===== config.mk =====
export PLATFORM = sky130hd
export DESIGN_NAME = wb_bus_arbiter
export DESIGN_NICKNAME = d
export VERILOG_FILES = /design/src/rtl/wb_arb_pkg.sv /design/src/rtl/mux8to1B32.sv /design/src/rtl/rr_pick8.sv /design/src/rtl/wb_bus_arbiter.sv
export SDC_FILE = /design/constraint.sdc
export NUM_CORES = 1
export LEC_CHECK = 0
export CELL_PAD_IN_SITES_DETAIL_PLACEMENT = 0
export CELL_PAD_IN_SITES_GLOBAL_PLACEMENT = 2
export CORE_ASPECT_RATIO = 1.2
export CORE_MARGIN = 3
export CORE_UTILIZATION = 19
export CTS_BUF_LIST = sky130_fd_sc_hd__clkbuf_4
export CTS_CLUSTER_DIAMETER = 50
export DETAILED_ROUTE_END_ITERATION = 8
export PLACE_DENSITY_LB_ADDON = 0.08
export SKIP_CTS_REPAIR_TIMING = 1
export SLEW_MARGIN = 20
export SYNTH_ARGS = -nofsm -noshare
export SYNTH_HDL_FRONTEND = slang
export SYNTH_SLANG_ARGS = --single-unit

===== constraint.sdc =====
create_clock -name clk -period 6.8 [get_ports clk]
set_input_delay 1.02 -clock clk [delete_from_list [all_inputs] [get_ports clk]]
set_output_delay 1.02 -clock clk [all_outputs]
set_load 0.1 [all_outputs]

===== src/rtl/wb_arb_pkg.sv =====
// Shared definitions for the writeback bus arbiter.
//   NSRC  : number of requesters sharing the bus (fixed at 8)
//   SEL_W : width of the source index / mux select
//   WIDTH : width of every source word and of the bus
//   src_idx_t : type of a requester index
package wb_arb_pkg;

    localparam int unsigned NSRC  = 32'd8;
    localparam int unsigned SEL_W = 32'd3;
    localparam int unsigned WIDTH = 32'd32;

    typedef logic [SEL_W-1:0] src_idx_t;

endpackage


===== src/rtl/mux8to1B32.sv =====
// 8:1 multiplexer, 32 bits wide.
//   C2,C1,C0 : select bits, {C2,C1,C0} is the index of the chosen input
//   D0..D7   : data inputs
//   Y        : selected data
module mux8to1B32 (
    input  logic        C2,
    input  logic        C1,
    input  logic        C0,
    input  logic [31:0] D0,
    input  logic [31:0] D1,
    input  logic [31:0] D2,
    input  logic [31:0] D3,
    input  logic [31:0] D4,
    input  logic [31:0] D5,
    input  logic [31:0] D6,
    input  logic [31:0] D7,
    output logic [31:0] Y
);

    // Select one of the eight inputs.
    always_comb begin
        case ({C2, C1, C0})
            3'd0:    Y = D0;
            3'd1:    Y = D1;
            3'd2:    Y = D2;
            3'd3:    Y = D3;
            3'd4:    Y = D4;
            3'd5:    Y = D5;
            3'd6:    Y = D6;
            3'd7:    Y = D7;
            default: Y = 32'h0000_0000;
        endcase
    end

endmodule


===== src/rtl/rr_pick8.sv =====
// Round-robin pick among eight requesters.
//   req_i    : request vector
//   ptr_i    : index with highest priority this cycle
//   winner_o : first requester found scanning ptr_i, ptr_i+1, ... mod 8
//   any_o    : at least one request is pending
module rr_pick8
    import wb_arb_pkg::*;
(
    input  logic [7:0] req_i,
    input  src_idx_t   ptr_i,
    output src_idx_t   winner_o,
    output logic       any_o
);

    // Offset of the lowest set bit; 0 when the vector is empty.
    function automatic src_idx_t first_set8(input logic [7:0] v);
        src_idx_t idx;
        casez (v)
            8'b???????1: idx = 3'd0;
            8'b??????10: idx = 3'd1;
            8'b?????100: idx = 3'd2;
            8'b????1000: idx = 3'd3;
            8'b???10000: idx = 3'd4;
            8'b??100000: idx = 3'd5;
            8'b?1000000: idx = 3'd6;
            8'b10000000: idx = 3'd7;
            default:     idx = 3'd0;
        endcase
        return idx;
    endfunction

    logic [7:0] rot_s;
    src_idx_t   offs_s;

    // Rotate so the pointer position lands on bit 0, then priority-encode;
    // the 3-bit add wraps the offset back to an absolute index.
    always_comb begin
        rot_s    = (req_i >> ptr_i) | (req_i << (4'd8 - {1'b0, ptr_i}));
        offs_s   = first_set8(rot_s);
        winner_o = ptr_i + offs_s;
        any_o    = |req_i;
    end

endmodule


===== src/rtl/wb_bus_arbiter.sv =====
// Round-robin arbiter for an 8-source, 32-bit writeback bus.
//   clk       : rising-edge clock
//   reset_n   : synchronous active-low reset
//   req       : per-requester pending flag
//   data_i    : packed source words, source i at [32*i+31:32*i]
//   gnt       : one-hot grant, high in the cycle the word is captured
//   sel       : mux select = index of the current winner
//   bus_valid : output register holds a word
//   bus_data  : captured word
//   bus_src   : index of the source of bus_data
//   bus_ready : consumer accepts bus_data this cycle
module wb_bus_arbiter
    import wb_arb_pkg::*;
#(
    parameter int unsigned WIDTH = wb_arb_pkg::WIDTH,
    parameter int unsigned NSRC  = wb_arb_pkg::NSRC
) (
    input  logic                  clk,
    input  logic                  reset_n,
    input  logic [NSRC-1:0]       req,
    input  logic [NSRC*WIDTH-1:0] data_i,
    output logic [NSRC-1:0]       gnt,
    output logic [2:0]            sel,
    output logic                  bus_valid,
    output logic [WIDTH-1:0]      bus_data,
    output logic [2:0]            bus_src,
    input  logic                  bus_ready
);

    src_idx_t         rr_ptr_q, rr_ptr_d;
    logic             bus_valid_q, bus_valid_d;
    logic [WIDTH-1:0] bus_data_q, bus_data_d;
    src_idx_t         bus_src_q, bus_src_d;

    src_idx_t         winner_s;
    logic             any_s;
    logic             load_en_s;
    logic             grant_s;
    logic [WIDTH-1:0] mux_y_s;

    rr_pick8 u_pick (
        .req_i    (req),
        .ptr_i    (rr_ptr_q),
        .winner_o (winner_s),
        .any_o    (any_s)
    );

    mux8to1B32 u_mux (
        .C2 (sel[2]),
        .C1 (sel[1]),
        .C0 (sel[0]),
        .D0 (data_i[WIDTH*0 +: WIDTH]),
        .D1 (data_i[WIDTH*1 +: WIDTH]),
        .D2 (data_i[WIDTH*2 +: WIDTH]),
        .D3 (data_i[WIDTH*3 +: WIDTH]),
        .D4 (data_i[WIDTH*4 +: WIDTH]),
        .D5 (data_i[WIDTH*5 +: WIDTH]),
        .D6 (data_i[WIDTH*6 +: WIDTH]),
        .D7 (data_i[WIDTH*7 +: WIDTH]),
        .Y  (mux_y_s)
    );

    // The output slot can be (re)loaded when empty or being drained this
    // cycle; reset suppresses any grant so nothing is lost silently.
    always_comb begin
        load_en_s = !bus_valid_q || bus_ready;
        grant_s   = reset_n && load_en_s && any_s;
        if (grant_s) begin
            gnt = 8'b0000_0001 << winner_s;
            sel = winner_s;
        end else begin
            gnt = 8'h00;
            sel = 3'd0;
        end
    end

    // Next state of the output register and the round-robin pointer.
    always_comb begin
        bus_valid_d = bus_valid_q;
        bus_data_d  = bus_data_q;
        bus_src_d   = bus_src_q;
        rr_ptr_d    = rr_ptr_q;
        if (load_en_s) begin
            if (any_s) begin
                bus_valid_d = 1'b1;
                bus_data_d  = mux_y_s;
                bus_src_d   = winner_s;
                rr_ptr_d    = winner_s + 3'd1;
            end else begin
                // Drained with nothing new: data/src keep their last values.
                bus_valid_d = 1'b0;
            end
        end else begin
            // Stalled by the consumer: everything holds.
            bus_valid_d = bus_valid_q;
        end
    end

    // State registers with synchronous active-low reset.
    always_ff @(posedge clk) begin
        if (!reset_n) begin
            bus_valid_q <= 1'b0;
            bus_data_q  <= '0;
            bus_src_q   <= 3'd0;
            rr_ptr_q    <= 3'd0;
        end else begin
            bus_valid_q <= bus_valid_d;
            bus_data_q  <= bus_data_d;
            bus_src_q   <= bus_src_d;
            rr_ptr_q    <= rr_ptr_d;
        end
    end

    assign bus_valid = bus_valid_q;
    assign bus_data  = bus_data_q;
    assign bus_src   = bus_src_q;

endmodule


==> flow_summary_export.csv, run 1 <==
group,metric,value,unit
clock_network,numCtsBuffers,5,
setup_path,cp_cell_sequence,"clkdlybuf4s50_1 > mux4_2 > o21bai_1 > o311ai_1 > inv_1 > a21oi_1 > nor2_1 > o22ai_1 > a21boi_1 > ha_4 > fa_4 > xnor2_2 > xor2_2 > inv_2 > buf_4 > and3_1 > buf_12",
floorplan,ios,314,
clock_network,cts.path.max_buffers,2,
route,drt_iter0_drc,267,
setup_path,arrival,5100,ps
power,p_per_area,602,nW/µm²
global_routing,grt_pass1_vias,6347,
placed_design,dp.final_hpwl,21.7,mm
setup_path,critPathLaunchType,"input port",
setup_path,cpPeakStageDelay,570,ps
global_routing,grt_pass1_wl,39.6,mm
setup_path,worstSetupPathType,"in -> out",
global_routing,grt_overflow,0,
sta,rsz0062_at_grt,"no",
setup_path,required,5780,ps
finish,fin_util,0.346,
finish,final_area,8290,µm²
logic_synthesis,syn_area,4630,µm²
flow_run,maxCapViolCount,0,
setup_path,path_max_fanout,17,
logic_synthesis,ys_warn_count,0,
route,wirelength,26.9,mm
power,irDropWorstVdd,0.434,mV
setup_path,reg2reg_slack,1370,ps
logic_synthesis,ys_ff_latch,39,
floorplan,die_area,26300,µm²
finish,drive_gt1_frac,0.115,
route,drt.antenna.violating_nets,0,
setup_path,r2r_start,"rr_ptr_q[0]",
logic_synthesis,synth_area_per_cell,7.95,µm²
sta,setup_violations,0,
floorplan,core,24000,µm²
finish,finalNonFillerCells,1184,
floorplan,dieHeight,177,µm
min_path,min_path_cells,2,
finish,layout_common_cells,"302 x clkdlybuf4s50_1, 63 x nand2_1, 41 x mux2i_1",
sta,period_share,0.900,
clock_network,cts_sinks,39,
finish,ff_latch_area,781,µm²
logic_synthesis,ys.flop_type,"dfxtp_1",
setup_path,critPathCapture,"gnt[4]",
floorplan,row_count,62,
global_routing,antenna_found_initial,3,
global_routing,grt.total_usage,0.197,
finish,multi_input_area,3600,µm²
sta,period_needed,6120,ps
sta,worst_pin_slew,1080,ps
sta,finalMaxSlewViolations,0,
clock_network,htreeDepth,2,
finish,fin_nets,1136,
setup_path,startpoint,"req[2]",
setup_path,r2r_cells,18,
route,route.detailed.drc,0,
placed_design,io_buffers,313,
floorplan,initial_core_util,0.193,
route,via_count,5983,
sta,timing.final.ws_setup,681,ps
placed_design,dp_cells,1173,
setup_path,cp_slowest_cell,"clkdlybuf4s50_1",
logic_synthesis,ys_seq_area_frac,0.168,
sta,finalHoldViolations,0,
clock_network,clock-root-buffer,"clkbuf_4",
finish,fill_cells,2491,
placed_design,placed_cell_area,8200,µm²
logic_synthesis,synth_enable_flop_cells,0,
power,switching_share,0.600,
sta,fin_setup_tns,0,ps
route,dr.pass1.iters,7,
route,wl_per_cell,22.7,µm
sta,max_freq,0.163,GHz
finish,final_common_cell,"clkdlybuf4s50_1",
global_routing,grt_max_degree,37,
clock_network,clkSlewWorstSetupHoldPaths,140,ps
setup_path,worst_r2r_endpoint,"bus_data[13]",
logic_synthesis,ys_types,65,
min_path,hp-class,"reg -> reg",
power,p_sw,2.99,mW
placed_design,dpl_worst_slack,677,ps
logic_synthesis,syn-num-nets,859,
power,seqPwrFrac,0.080,
clock_network,clkLatencyLatePin,400,ps
power,clockPowerShare,0.036,
logic_synthesis,async_reset_ff_frac,0,
power,p_int,2.00,mW
floorplan,die_width,149,µm
setup_path,critPathCaptureType,"primary output",
finish,syn2layout_area_growth,79.0,%
sta,skew,9.91,ps
status,status,"complete, no violations",
logic_synthesis,synthCells,583,
power,p_leak,3.02,nW
power,combPwrFrac,0.884,
placed_design,place.gp.congestion,0.878,
sta,slew_headroom,0.279,
clock_network,tritoncts,"built",
route,vias_per_cell,5.05,
==> kinds of logic (layout without fill, tap and decap cells) <==
| family | Yosys count | after routing | share of synthesized area |
|---|---|---|---|
| AOI/OAI and AO/OA | 219 | 219 | 0.352 |
| buffers and inverters | 75 | 353 | 0.0683 |
| muxes | 81 | 81 | 0.222 |
| and+or+nand+nor | 158 | 158 | 0.160 |
| DFF | 39 | 39 | 0.168 |
| other | 0 | 3 | 0 |
| adders and majority gates | 9 | 9 | 0.0259 |
| xor gates and xnor gates | 2 | 2 | 0.00378 |
==> power groups by stage <==
stage               clock [mW]  sequential (mW)  combinational [mW]
CTS                      0.193            0.401                4.47
global route             0.201            0.412                4.75
detailed placement           0            0.406                4.45
finish                   0.182            0.399                4.41
floorplan                    0            0.993                2.52
global placement             0            0.408                4.45
==> flip-flops by register name, indices dropped and copies added (netlist names) <==
signal	flops
rr_ptr_q	3
bus_data	32
bus_src	3
bus_valid	1
==> routing by layer <==
| layer | GRT usage | share of wire |
|---|---|---|
| met5 | 0 | 0.00048 |
| met4 | 0.0323 | 0.010 |
| met2 | 0.360 | 0.53 |
| met1 | 0.237 | 0.40 |
| met3 | 0.0471 | 0.062 |
==> metrics by stage <==
stage,power [mW],hold WS (ps)
after detailed placement,4.86,442
after global routing,5.36,478
after floorplan,3.51,712
final,5.00,462
after global placement,4.86,433
after CTS,5.06,462
==> synth_stat cells (3+ instances only) <==
cell type,number,area [µm²]
nand3b_1,4,30.0
buf_2,7,35.0
a222oi_1,7,70.1
o22ai_1,17,106
a21boi_1,8,60.1
nand2_1,64,240
and3_1,16,100
o211a_1,5,50.1
inv_2,5,18.8
a21oi_1,24,120
nor4_1,3,18.8
o221ai_1,6,52.6
dfxtp_1,39,781
nand3_1,9,45.0
a211oi_1,4,30.0
a221oi_1,21,184
mux2i_1,41,410
o21ai_0,19,95.1
o31ai_1,3,22.5
a31oi_1,6,37.5
buf_1,5,18.8
a22oi_1,16,120
a32o_1,7,70.1
a211o_1,4,35.0
mux2_2,25,282
nor2b_1,3,18.8
nor3_1,9,45.0
nor2_1,31,116
a32oi_1,8,70.1
clkbuf_1,45,169
and2_1,3,18.8
ha_1,8,100
or3_1,7,43.8
inv_1,6,22.5
mux4_2,15,338
o32ai_1,4,35.0
a21o_1,3,22.5
o211ai_1,10,75.1
a2bb2oi_1,3,26.3
o21ai_1,17,85.1
buf_4,5,37.5
a221o_1,10,100
==> final cells by class <==
type,instances,area share
Multi-Input combinational cell,469,0.434
Timing Repair Buffer,333,0.408
Sequential cell,39,0.0941
Tap cell,320,0.0483
Inverter,12,0.00543
Clock inverter,3,0.00528
Clock buffer,5,0.00453
Antenna cell,3,0.000905
==> critical path, delay by kind of cell <==
kind,cells,cell delay [ps]
AO/OA/AOI/OAI,5,760
XOR/XNOR,2,380
adder cells (fa/ha/maj),2,660
buffers and inverters,5,1410
multiplexers,1,560
AND/OR/NAND/NOR,2,280
==> worst min path at each step <==
stage,startpoint,to,slack (ps)
CTS,bus_data[8],bus_data[8],460
floorplan,rr_ptr_q[2],rr_ptr_q[2],710
global route,bus_src[0],bus_src[0],480
finish,bus_data[8],bus_data[8],460
detailed placement,bus_src[1],bus_src[1],440
global placement,bus_src[1],bus_src[1],430
Power figures use the tool's default switching activity.
==> run 2, diff against run 1 <==
- SYNTH_HIERARCHICAL: not set -> 1
==> run 2 against run 1 <==
  * Fmax rose by 4.1%
  * Sequential share of layout area barely moved
  * Core utilization fell by 1.5 points
  * Cell area fell by 0.29%
  * Highest routed layer unchanged
  * Combinational power fell by 29%
  * Global-route usage fell by 2.2 points
  * Synthesized cell count rose by 3.8%
  * Clock skew rose by 12 ps
==> flow_summary_export.csv, run 2 <==
group,metric,value,unit
clock_network,clock-root-buffer,"clkbuf_4",
logic_synthesis,ys_seq_area_frac,0.160,
global_routing,grt.total_usage,0.175,
min_path,min_path_cells,2,
sta,finalHoldViolations,0,
setup_path,critPathCaptureType,"primary output",
sta,skew,21.9,ps
sta,period_needed,5880,ps
global_routing,grt_overflow,0,
route,wirelength,25.8,mm
global_routing,grt_pass1_wl,37.6,mm
logic_synthesis,synth.most_common_cell,"nand2_1",
floorplan,row_count,63,
power,total_power,3.78,mW
setup_path,worst_r2r_endpoint,"bus_data[20]",
route,wl_per_cell,21.4,µm
placed_design,place.gp.congestion,0.842,
min_path,hold_path_startpoint,"bus_src[1]",
setup_path,cp_cell_sequence,"inv_1 > ha_1 > mux4_2 > a211oi_1 > a21oi_1 > a21oi_2 > a41oi_1 > a21oi_1 > ha_1 > inv_1 > fa_1 > xnor2_1 > xnor2_1 > inv_1 > ha_1 > and4_1 > buf_4",
logic_synthesis,yosysTopAreaCell,"dfxtp_1",
setup_path,path_max_fanout,13,
logic_synthesis,syn-num-nets,881,
sta,worst_pin_slew,1130,ps
clock_network,tritoncts,"built",
placed_design,dp_cells,1194,
clock_network,clkLatencyLatePin,400,ps
logic_synthesis,ys_ff_latch,39,
global_routing,grt_max_degree,43,
status,status,"complete, no violations",
placed_design,dpl_worst_slack,762,ps
logic_synthesis,ys.flop_type,"dfxtp_1",
min_path,hp-class,"reg -> reg",
power,p_leak,3.12,nW
logic_synthesis,synth_common_cells,"89 x nand2_1, 56 x a22oi_1, 43 x mux2i_1",
clock_network,htreeDepth,2,
finish,final_area,8270,µm²
setup_path,critPathLaunchType,"register",
floorplan,ios,314,
floorplan,die_width,152,µm
logic_synthesis,async_reset_ff_frac,0,
flow_run,maxCapViolCount,0,
power,p_per_area,457,nW/µm²
logic_synthesis,syn_area,4870,µm²
finish,finalNonFillerCells,1204,
sta,fin_setup_tns,0,ps
route,drt_iter0_drc,213,
global_routing,antenna_found_initial,4,
sta,timing.final.ws_setup,920,ps
placed_design,dp.final_hpwl,19.9,mm
sta,period_share,0.865,
logic_synthesis,synth_area_per_cell,8.06,µm²
logic_synthesis,synthCells,605,
setup_path,startpoint,"rr_ptr_q[0]",
route,vias_per_cell,4.78,
finish,final_common_cell,"clkdlybuf4s50_1",
placed_design,placed_cell_area,8160,µm²
logic_synthesis,yosys-top-cells-area,"dfxtp_1 16%, mux2i_1 8.8%, a22oi_1 8.6%",
logic_synthesis,ys_types,64,
global_routing,grt_pass1_vias,6133,
logic_synthesis,yosys.area.top_type_share,0.160,
sta,max_freq,0.170,GHz
clock_network,cts.path.max_buffers,2,
clock_network,numCtsBuffers,5,
setup_path,required,5780,ps
setup_path,reg2reg_slack,1140,ps
power,irDropWorstVdd,0.168,mV
setup_path,r2r_cells,20,
setup_path,r2r_start,"rr_ptr_q[0]",
min_path,hold_end,"bus_src[1]",
setup_path,cp_slowest_cell,"ha_1",
finish,drive_gt1_frac,0.130,
floorplan,dieHeight,181,µm
finish,fin_nets,1152,
finish,layout_common_cells,"301 x clkdlybuf4s50_1, 89 x nand2_1, 56 x a22oi_1",
sta,finalMaxSlewViolations,0,
floorplan,initial_core_util,0.195,
route,drt.antenna.violating_nets,0,
finish,largest_reg_flops,32,
sta,rsz0062_at_grt,"no",
clock_network,clkSlewWorstSetupHoldPaths,160,ps
logic_synthesis,ys_warn_count,6,
setup_path,arrival,4860,ps
sta,hold_slack,470,ps
placed_design,io_buffers,313,
sta,slew_headroom,0.244,
setup_path,cpPeakStageDelay,650,ps
finish,syn2layout_area_growth,69.7,%
clock_network,cts_sinks,39,
sta,setup_violations,0,
finish,fin_util,0.331,
route,dr.pass1.iters,4,
route,route.detailed.drc,0,
logic_synthesis,synth_enable_flop_cells,0,
floorplan,die_area,27600,µm²
route,via_count,5757,
floorplan,core,25000,µm²
setup_path,worstSetupPathType,"reg -> out",
[run 2: cell types whose count changed after synthesis, sizes merged, moves of 25 or more]
cell and change:
nand2b +32, a22oi +40, clkbuf -33, o21ai -29, a21bo +25, buf +33
[run 2: metal layers]
metal | up-vias | GRT usage | wire, µm
met3 | 13 | 0.0443 | 1520
met5 | - | 0 | 16
met4 | 4 | 0.0299 | 295
met1 | 2761 | 0.195 | 10200
met2 | 191 | 0.339 | 13800
li1 | 2788 | - | -
[run 2: critical path, delay by kind of cell (launching register included)]
kind	cells	cell delay, ps
compound gates	5	900
simple gates	1	200
fa+ha+maj	4	1430
xor+xnor	2	420
mux	1	630
buf+inv	4	500
flops	1	360
[run 2: worst max path at each step]
stage | end | slack, ps | cells after the start
2_1_floorplan | gnt[5] | 850 | 18
3_3_place_gp | bus_data[20] | 870 | 19
3_5_place_dp | bus_data[20] | 760 | 19
4_1_cts | gnt[3] | 870 | 17
5_1_grt | gnt[4] | 500 | 17
6_report | gnt[3] | 920 | 17
[run 2: cell families after synthesis]
group / after synthesis / synth area share
compound gates: 185 / 0.292
xor+xnor: 2 / 0.00359
fa+ha+maj: 9 / 0.0246
buf+inv: 79 / 0.0952
flops: 39 / 0.160
mux: 90 / 0.226
simple gates: 201 / 0.198
[run 2: report_power, final]
| part | switching [mW] | internal (mW) |
|---|---|---|
| logic | 2.10 | 1.05 |
| registers | 0.0700 | 0.336 |
| clock network | 0.104 | 0.114 |
[run 2: cell type report]
type	instances	area (µm²)
inverters	16	61.3
multi-input cells	487	3640
flip-flops and latches	39	781
clock inverters	3	67.6
clock buffers	5	37.5
repair buffers	327	3270
well taps	325	407
fillers	2650	16700
diodes	2	5.00
